==> src/rtl/tt_rng_health_packer.sv <==
// rtl/tt_rng_health_packer.sv - TRNG health monitor (RCT/APT) and MSB-first byte packer with output FIFO
//
// Optional feature macro: TT_RNG_APT_EN (adaptive-proportion test; absent by default)
//
// Ports:
//   clk        in   clock
//   rst_n      in   asynchronous reset, active-high
//   enable     in   run request; low forces DISABLED
//   bit_in     in   raw random bit
//   bit_valid  in   bit_in accepted on each clk edge where high (WARMUP/RUN only)
//   clr_alarm  in   pulse: clears sticky flags, leaves ALARM
//   rnd_data   out  [7:0] FIFO head byte (0 when empty)
//   rnd_valid  out  FIFO non-empty and state RUN
//   rnd_ready  in   consumer pop strobe
//   state      out  [1:0] 00 DISABLED, 01 WARMUP, 10 RUN, 11 ALARM
//   rct_fail   out  sticky repetition-count failure
//   apt_fail   out  sticky adaptive-proportion failure
//   drop       out  sticky byte-dropped-on-full flag
module tt_rng_health_packer #(
  parameter int RCT_CUTOFF  = 16,
  parameter int APT_WINDOW  = 64,
  parameter int APT_CUTOFF  = 48,
  parameter int WARMUP_BITS = 64,
  parameter int FIFO_DEPTH  = 4
) (
  input  logic       clk,
  input  logic       rst_n,
  input  logic       enable,
  input  logic       bit_in,
  input  logic       bit_valid,
  input  logic       clr_alarm,
  output logic [7:0] rnd_data,
  output logic       rnd_valid,
  input  logic       rnd_ready,
  output logic [1:0] state,
  output logic       rct_fail,
  output logic       apt_fail,
  output logic       drop
);

  localparam int PW = $clog2(FIFO_DEPTH);
  localparam int CW = PW + 1;

  if (RCT_CUTOFF < 2 || RCT_CUTOFF > 63 || APT_CUTOFF >= APT_WINDOW ||
      WARMUP_BITS < 1 || WARMUP_BITS > 255 || FIFO_DEPTH < 2 || FIFO_DEPTH > 16) begin : g_bad_cfg
    $error("tt_rng_health_packer: parameter out of range");
  end

  typedef enum logic [1:0] {
    ST_DISABLED = 2'b00,
    ST_WARMUP   = 2'b01,
    ST_RUN      = 2'b10,
    ST_ALARM    = 2'b11
  } state_t;

  state_t state_q, state_d;

  logic          accept, health_fail, wu_done, flush;
  logic          rct_last, rct_hit, apt_hit;
  logic [5:0]    rct_cnt, rct_cnt_nx;
  logic [7:0]    wu_cnt;
  logic [6:0]    shreg;
  logic [2:0]    bit_cnt;
  logic          byte_done, push, pop, full, drop_evt;
  logic [7:0]    wr_byte;
  logic [7:0]    mem [FIFO_DEPTH];
  logic [PW-1:0] wptr, rptr;
  logic [CW-1:0] count;

  assign state  = state_q;
  assign accept = bit_valid && enable && (state_q == ST_WARMUP || state_q == ST_RUN);

  // Run length after this bit; a zero count means "cleared", so the next bit starts a fresh run.
  always_comb begin
    rct_cnt_nx = 6'd1;
    if (rct_cnt != 6'd0 && bit_in == rct_last) rct_cnt_nx = rct_cnt + 6'd1;
  end
  assign rct_hit = accept && (rct_cnt_nx == 6'(RCT_CUTOFF));

`ifdef TT_RNG_APT_EN
  localparam int AW = $clog2(APT_WINDOW) + 1;
  logic          apt_ref, apt_ref_nx;
  logic [AW-1:0] apt_bits, apt_match, apt_bits_nx, apt_match_nx;

  // A window opens on the first bit after a clear or after APT_WINDOW bits have been seen.
  always_comb begin
    apt_ref_nx   = apt_ref;
    apt_bits_nx  = apt_bits + AW'(1);
    apt_match_nx = apt_match + AW'(bit_in == apt_ref);
    if (apt_bits == '0 || apt_bits == AW'(APT_WINDOW)) begin
      apt_ref_nx   = bit_in;
      apt_bits_nx  = AW'(1);
      apt_match_nx = AW'(1);
    end
  end
  assign apt_hit = accept && (apt_match_nx == AW'(APT_CUTOFF));

  always_ff @(posedge clk or posedge rst_n) begin
    if (rst_n) begin
      apt_ref   <= 1'b0;
      apt_bits  <= '0;
      apt_match <= '0;
      apt_fail  <= 1'b0;
    end else begin
      if (clr_alarm) apt_fail <= 1'b0;
      if (apt_hit)   apt_fail <= 1'b1;
      if (flush) begin
        apt_ref   <= 1'b0;
        apt_bits  <= '0;
        apt_match <= '0;
      end else if (accept) begin
        apt_ref   <= apt_ref_nx;
        apt_bits  <= apt_bits_nx;
        apt_match <= apt_match_nx;
      end
    end
  end
`else
  assign apt_hit  = 1'b0;
  assign apt_fail = 1'b0;
`endif

  assign health_fail = rct_hit || apt_hit;
  assign wu_done     = accept && (state_q == ST_WARMUP) && (wu_cnt + 8'd1 == 8'(WARMUP_BITS));

  always_comb begin
    state_d = state_q;
    if (!enable) begin
      state_d = ST_DISABLED;
    end else begin
      case (state_q)
        ST_DISABLED: state_d = ST_WARMUP;
        ST_WARMUP: begin
          if (health_fail)  state_d = ST_ALARM;
          else if (wu_done) state_d = ST_RUN;
        end
        ST_RUN:   if (health_fail) state_d = ST_ALARM;
        ST_ALARM: if (clr_alarm)   state_d = ST_WARMUP;
        default:  state_d = ST_DISABLED;
      endcase
    end
  end

  // Every state entry except RUN starts from a clean slate.
  assign flush = (state_d != state_q) && (state_d != ST_RUN);

  // A failing bit never produces a byte, even if it is the 8th.
  assign byte_done = accept && (state_q == ST_RUN) && (bit_cnt == 3'd7) && !health_fail;
  assign wr_byte   = {shreg, bit_in};
  assign full      = (count == CW'(FIFO_DEPTH));
  assign rnd_valid = (count != '0) && (state_q == ST_RUN);
  assign rnd_data  = (count != '0) ? mem[rptr] : 8'h00;
  assign pop       = rnd_valid && rnd_ready;
  assign push      = byte_done && (!full || pop);
  assign drop_evt  = byte_done && full && !pop;

  always_ff @(posedge clk) begin
    if (push) mem[wptr] <= wr_byte;
  end

  always_ff @(posedge clk or posedge rst_n) begin
    if (rst_n) begin
      state_q  <= ST_DISABLED;
      rct_fail <= 1'b0;
      drop     <= 1'b0;
      rct_cnt  <= 6'd0;
      rct_last <= 1'b0;
      wu_cnt   <= 8'd0;
      shreg    <= 7'd0;
      bit_cnt  <= 3'd0;
      wptr     <= '0;
      rptr     <= '0;
      count    <= '0;
    end else begin
      state_q <= state_d;
      if (clr_alarm) begin
        rct_fail <= 1'b0;
        drop     <= 1'b0;
      end
      if (rct_hit)  rct_fail <= 1'b1;
      if (drop_evt) drop     <= 1'b1;
      if (flush) begin
        rct_cnt  <= 6'd0;
        rct_last <= 1'b0;
        wu_cnt   <= 8'd0;
        shreg    <= 7'd0;
        bit_cnt  <= 3'd0;
        wptr     <= '0;
        rptr     <= '0;
        count    <= '0;
      end else begin
        if (accept) begin
          rct_cnt  <= rct_cnt_nx;
          rct_last <= bit_in;
          if (state_q == ST_WARMUP) wu_cnt <= wu_cnt + 8'd1;
          if (state_q == ST_RUN) begin
            shreg   <= {shreg[5:0], bit_in};
            bit_cnt <= bit_cnt + 3'd1;
          end
        end
        if (push) wptr <= wptr + PW'(1);
        if (pop)  rptr <= rptr + PW'(1);
        count <= count + CW'(push) - CW'(pop);
      end
    end
  end

endmodule

==> config.mk <==
export PLATFORM = sky130hd
export DESIGN_NAME = tt_rng_health_packer
export DESIGN_NICKNAME = d
export VERILOG_FILES = /design/src/rtl/tt_rng_health_packer.sv
export SDC_FILE = /design/constraint.sdc
export NUM_CORES = 1
export LEC_CHECK = 0
export CORE_MARGIN = 10
export CORE_UTILIZATION = 23
export DETAILED_ROUTE_END_ITERATION = 6
export GPL_TIMING_DRIVEN = 1
export PLACE_DENSITY = 0.42
export REMOVE_ABC_BUFFERS = 1
export SYNTH_ARGS = -nofsm -noshare
export SYNTH_HDL_FRONTEND = slang
export SYNTH_SLANG_ARGS = --single-unit
==> constraint.sdc <==
create_clock -name clk -period 9.35 [get_ports clk]
set_clock_uncertainty 0.15 [all_clocks]
set_input_delay 1.87 -clock clk [delete_from_list [all_inputs] [get_ports clk]]
set_output_delay 1.87 -clock clk [all_outputs]
set_load 0.03 [all_outputs]
* Yosys cells after proc, flatten, opt, wreduce, memory -nomap -nowiden *
Memories as Yosys holds them, arrays and structs flattened.
Cells that the tools add are included.

operators by class
  shift operators = 0
  muxes and demuxes = 31
  equal/unequal tests = 10
  bitwise gates (word level) = 0
  divide/modulo/power cells = 0
  $lt $le $gt $ge = 0
  $mul = 0
  reductions and logical operators = 32
  add/sub/neg operators = 7

operators with widths
  operator               number
  $mux W8                4
  $mux W7                3
  $mux W2                9
  $mux W6                3
  $logic_and A1 B1 Y1    15
  $reduce_bool A2 Y1     7
  $mux W3                4
  $add A8 B1 Y8 const B  1
  $eq A8 B7 Y1 const B   1
  $pmux W2 S4            1
  $mux W1                7
  $add A6 B1 Y6 const B  1
  $eq A3 B3 Y1 const B   2
  $eq A6 B5 Y1 const B   1
  $reduce_bool A6 Y1     1
  $add A2 B1 Y2 const B  2
  $eq A2 B2 Y1 const B   2
  $reduce_and A2 Y1      2
  $add A3 B1 Y3          1
  $add A3 B1 Y3 const B  1
  $logic_not A1 Y1       3
  $reduce_bool A3 Y1     1
  $sub A3 B1 Y3          1
  $eq A2 B1 Y1 const B   1
  other kinds (5)        6

storage, ports and cells
  logic and storage cells = 92
  RAM bits = 32
  bits in latches = 0
  output and inout bits = 14
  ROM bits = 0
  memories kept = 1
  flip-flop bits (word level) = 36
  input bits = 7

memory list
  memory  depth  width  read ports  clocked after memory_dff  wr ports  line  source
  mem     4      8      1           0                         1         66    logic [7:0] mem [FIFO_DEPTH];

* Longest topological paths before layout *
  depth in word-level cells = 13
  depth in mapped cells = 13
  mapped depth without buffers = 12

* Worst setup path before layout *
Ideal clock, no wire load.

  kind = input -> register
  start point = input bit_valid
  end point = register count[2]
  buffers on the path = 2
  arrival = 3.726 ns
  path slack = 5.352 ns
  stages = 11
  setup time = 0.122 ns
  data required time = 9.078 ns
  cell sequence = and3_4 -> clkbuf_1 -> nand2_1 -> nor4bb_1 -> buf_4 -> ha_1 -> inv_1 -> fa_1 -> xor2_1 -> xnor2_1 -> nor3_2

on the way
  longest elaborated chain between the ends = 11
  elaborated cells on any way between the ends = 21
  classes of those cells = add/sub (2); eq/ne (2); mux (6); reduce/logical (11)

ends and longest elaborated chain
  item                                                                   line  source
  from (decl)                                                            30    input logic bit_valid,
  $logic_and A1 B1 Y1 (*) (2 in series)                                  71    assign accept = bit_valid && enable && (state_q == ST_WARMUP || state_q == ST_RUN);
  parallel branches: the longest is 8 deep, another holds $add A3 B1 Y3  -
  $mux W3 (*)                                                            182   if (flush) begin
  to (signal assigned)                                                   203   count <= count + CW'(push) - CW'(pop);
  to (decl)                                                              68    logic [CW-1:0] count;

Mark *: on every way between the ends.
A chain may end at the register's enable or synchronous reset.

* Final worst setup path *
  start point = input enable
  end point = register count[2]

on the way
  longest elaborated chain between the ends = 11
  elaborated cells on any way between the ends = 21
  classes of those cells = add/sub (2); eq/ne (2); mux (6); reduce/logical (11)

ends and longest elaborated chain
  item                                                                    line  source
  from (decl)                                                             28    input logic enable,
  parallel branches: the longest is 10 deep, another holds $add A3 B1 Y3  -
  $mux W3 (*)                                                             182

Marks and branches as above.

==> results.txt <==
----------------------------------------------------
[Logic synthesis]
  Number of synthesized register bits ... between 60 and 70
  Gate count after technology mapping ... between 200 and 300
  Count of unique library cells instantiated by Yosys ... 58
  Share of the synthesized area in the top cell type ... about a quarter
  Ys async rst share ... 52.9%
  Ranking of synthesized cells by area ... edfxtp_1, dfrtp_1, nor3_2
  Synth Warn # ... 0
  Library cell with the largest summed area after synthesis ... edfxtp_1
  Most used flip-flop cell after synthesis ... dfrtp_1
  Number of enable-type register cells in the synthesized netlist ... 32
  Sequential element share of the synthesized area ... 49.7%
  Cell area after synthesis ... 3740 sq um
  Post-synthesis average cell area ... 13.1 sq um

[Place]
  # port buffers ... 19
  Global placer's final weighted congestion ... 0.755
  Post-detailed-placement half-perimeter wirelength ... 5330 um
  Placement Setup Slack ... between 3000 and 4000 ps

[Global routing]
  Global-route wire length before repair ... 13,200 um
  Final global-route overflow total ... 0
  Maximum number of pins on one net before global-route repair ... 37
  Global Route Usage Sum ... 7.66%
  Via count of the first global-routing pass ... 2,414
  Number of antenna violations at the first check in global routing ... 0

[STA]
  Remaining max-slew budget at the tightest pin ... 27.0%
  Period utilization ... 55.8%
  Clock period minus worst slack ... 5210 ps
  Worst hold slack ... 382 ps
  Final total negative setup slack ... 0 ps
  Crit path setup slack, layout ... 4140 ps
  Final-report max-slew violation count ... 0
  FMAX ... 192 MHz
  Endpoints failing setup ... 0
  Final hold vios ... 0
  Actual transition at the worst max-transition pin ... around 1100 ps
  Unrepaired setup endpoints after global routing ... no

[Final layout]
  Final net count ... 330
  Inserted Diodes ... 0
  Syn-to-layout area delta ... 19.2%
  Register area ... 1860 sq um
  Fraction of layout cells with a size suffix above 1 ... 24.2%
  Area taken by multi-input logic gates ... 1730 sq um
  Fin util ... approximately 28%
  Count of fill cells added during filler insertion ... about 1,700

[Run]
  Max cap viols ... 0

[Worst setup path]
  Element type at the critical path start ... input pin
  CP Class ... input pin to flip-flop
  CP Data Required Time ... roughly 9400 ps
  CP max stage cell ... nor4bb_1
  Data arrival time of the critical path ... around 5300 ps
  Element type at the critical path end ... flip-flop
  Delay contributed by the slowest stage of the critical path ... 1040 ps
  Critical path cell sequence ... clkdlybuf4s50_1 -> and3_4 -> nand2_1 -> nor4bb_1 -> ha_1 -> inv_1 -> fa_1 -> xor2_1 -> xnor2_1 -> nor3_2
  Largest fanout on the critical path ... 12

[Clock network]
  CTS tree ... done
  Post-CTS repair timing setup buffer count ... 0
  Num CTS Buffers ... 9
  CTS clock-pin slew for the worst setup and hold paths ... 60 ps
  Source-to-sink clock delay at the later pin of the worst-skew pair ... 330 ps
  Total number of clock tree sinks ... 68
  Library cell used as clock root buffer ... clkbuf_16
  Hold-fix buffers at CTS ... 0
  Buffers from clock root to sink, at most ... 2
  Post-cts resize count ... 0
  CTS H-Tree Depth ... 3

[Drt]
  # DRC ... 0
  DRT iter0 DRCs ... 113
  Final wirelength ... 7820 um
  Pre-Repair DR Iteration Count ... 4
  Number of routed nets with antenna violations ... 0
  Via count ... 2,246
  Post-detailed-route via-to-cell ratio ... 4.27
  Per-cell routed wire length ... 14.9 um

[Floorplan]
  Ports placed on the boundary ... 21
  Horizontal die dimension ... 148 um
  Initial standard-cell utilization of the core ... roughly a quarter
  Die H ... 148 um
  Die area ... 21,800 sq um
  Core box area ... between 15,000 and 20,000 sq um
  Row Count ... 46

[Power]
  Power Total ... 0.000850 W
  Power density cells ... 191 nW/um^2
  Pleak ... 1.80 nW
  Highest ir drop seen on vdd ... 0.0000745 V

[Hold path]
  Class of the worst hold path ... flip-flop to flip-flop

[Run status]
  Result of the run ... complete, no violations

----------------------------------------------------
[layout make-up]
class / instances / area share (%)
sequential: 68 / 41.7
clock buffer: 9 / 5.05
tap: 216 / 6.06
timing repair buffer: 23 / 4.94
clock inverter: 7 / 2.22
inverter: 14 / 1.18
multi-input combinational: 189 / 38.8
[report_power, final]
group | switching (W) | internal (W)
clock | 0.000133 | 0.000235
combinational | 0.000108 | 0.0000457
sequential | 0.0000103 | 0.000318
total | 0.000252 | 0.000599
[synth_stat cells (all sizes together), types with 2 or more instances]
cell,number
a2111oi,2
a211oi,2
a21o,3
a21oi,3
a22oi,2
and2,5
and3,3
buf,10
clkbuf,4
dfrtp,36
edfxtp,32
ha,17
inv,14
mux2i,12
mux4,8
nand2,10
nand2b,2
nand3,10
nand4,3
nor2,10
nor2b,10
nor3,35
nor4,5
nor4bb,2
o211ai,4
o21ai,6
xnor2,7
xor2,9
[registers in the layout, indices dropped and copies added (netlist names), 2 cells and up]
signal,cells
count,3
wu_cnt,8
shreg,7
rptr,2
state,2
mem,32
bit_cnt,3
rct_cnt,6
wptr,2
[layout by cell type, fill, tap and decap left out, drive strengths merged, types with 5 or more instances in the layout]
master and instances:
and2 5, clkbuf 9, clkdlybuf4s50 19, dfrtp 36, edfxtp 32, ha 17
inv 16, mux2i 12, mux4 8, nand2 10, nand3 10, nor2 10
nor2b 10, nor3 35, nor4 5, o21ai 6, xnor2 7, xor2 9
[through the flow]
step           cells  area [sq um]
2_1_floorplan    271          3630
5_1_grt          526          4460
6_report         526          4460
3_5_place_dp     510          4140
4_1_cts          526          4460
3_3_place_gp     510          4140
[worst paths after layout]
check,startpoint,endpoint,slack [ps],depth (start not counted)
max in group asynchronous,rst_n,rct_cnt[5],6870,3
min in group asynchronous,rst_n,shreg[5],1820,3
worst min register to register,rct_fail,rct_fail,380,2
worst max-delay path,enable,count[2],4140,10
worst max register to register,state[0],count[2],5270,10
worst min-delay path,rct_fail,rct_fail,380,2
[cells by family (layout without fill, tap and decap cells)]
| logic type | count (synthesis) | after routing | synth area share, % |
|---|---|---|---|
| multiplexers | 20 | 20 | 8.02 |
| adder cells (fa/ha/maj) | 18 | 18 | 6.22 |
| buffers and inverters | 28 | 53 | 4.31 |
| flip-flops | 68 | 68 | 49.7 |
| XOR/XNOR | 16 | 16 | 3.94 |
| other | 1 | 1 | 0.100 |
| AND/OR/NAND/NOR | 104 | 104 | 19.9 |
| AO/OA/AOI/OAI | 30 | 30 | 7.82 |
[layer usage]
metal,GRT usage [%],part of all wire (%),wire (um),vias to the layer above
li1,-,-,-,1085
met3,2.50,4.5,351,10
met1,9.51,47,3710,1110
met5,0,0,0,-
met4,2.97,1.6,123,0
met2,12.1,47,3640,41
[critical path: cells and delay by family]
kind | cells | cell delay [ps]
xor gates and xnor gates | 2 | 340
adders and majority gates | 2 | 660
buffers and inverters | 2 | 600
and+or+nand+nor | 4 | 1790
Note: power is estimated with default switching activity, not from simulation.
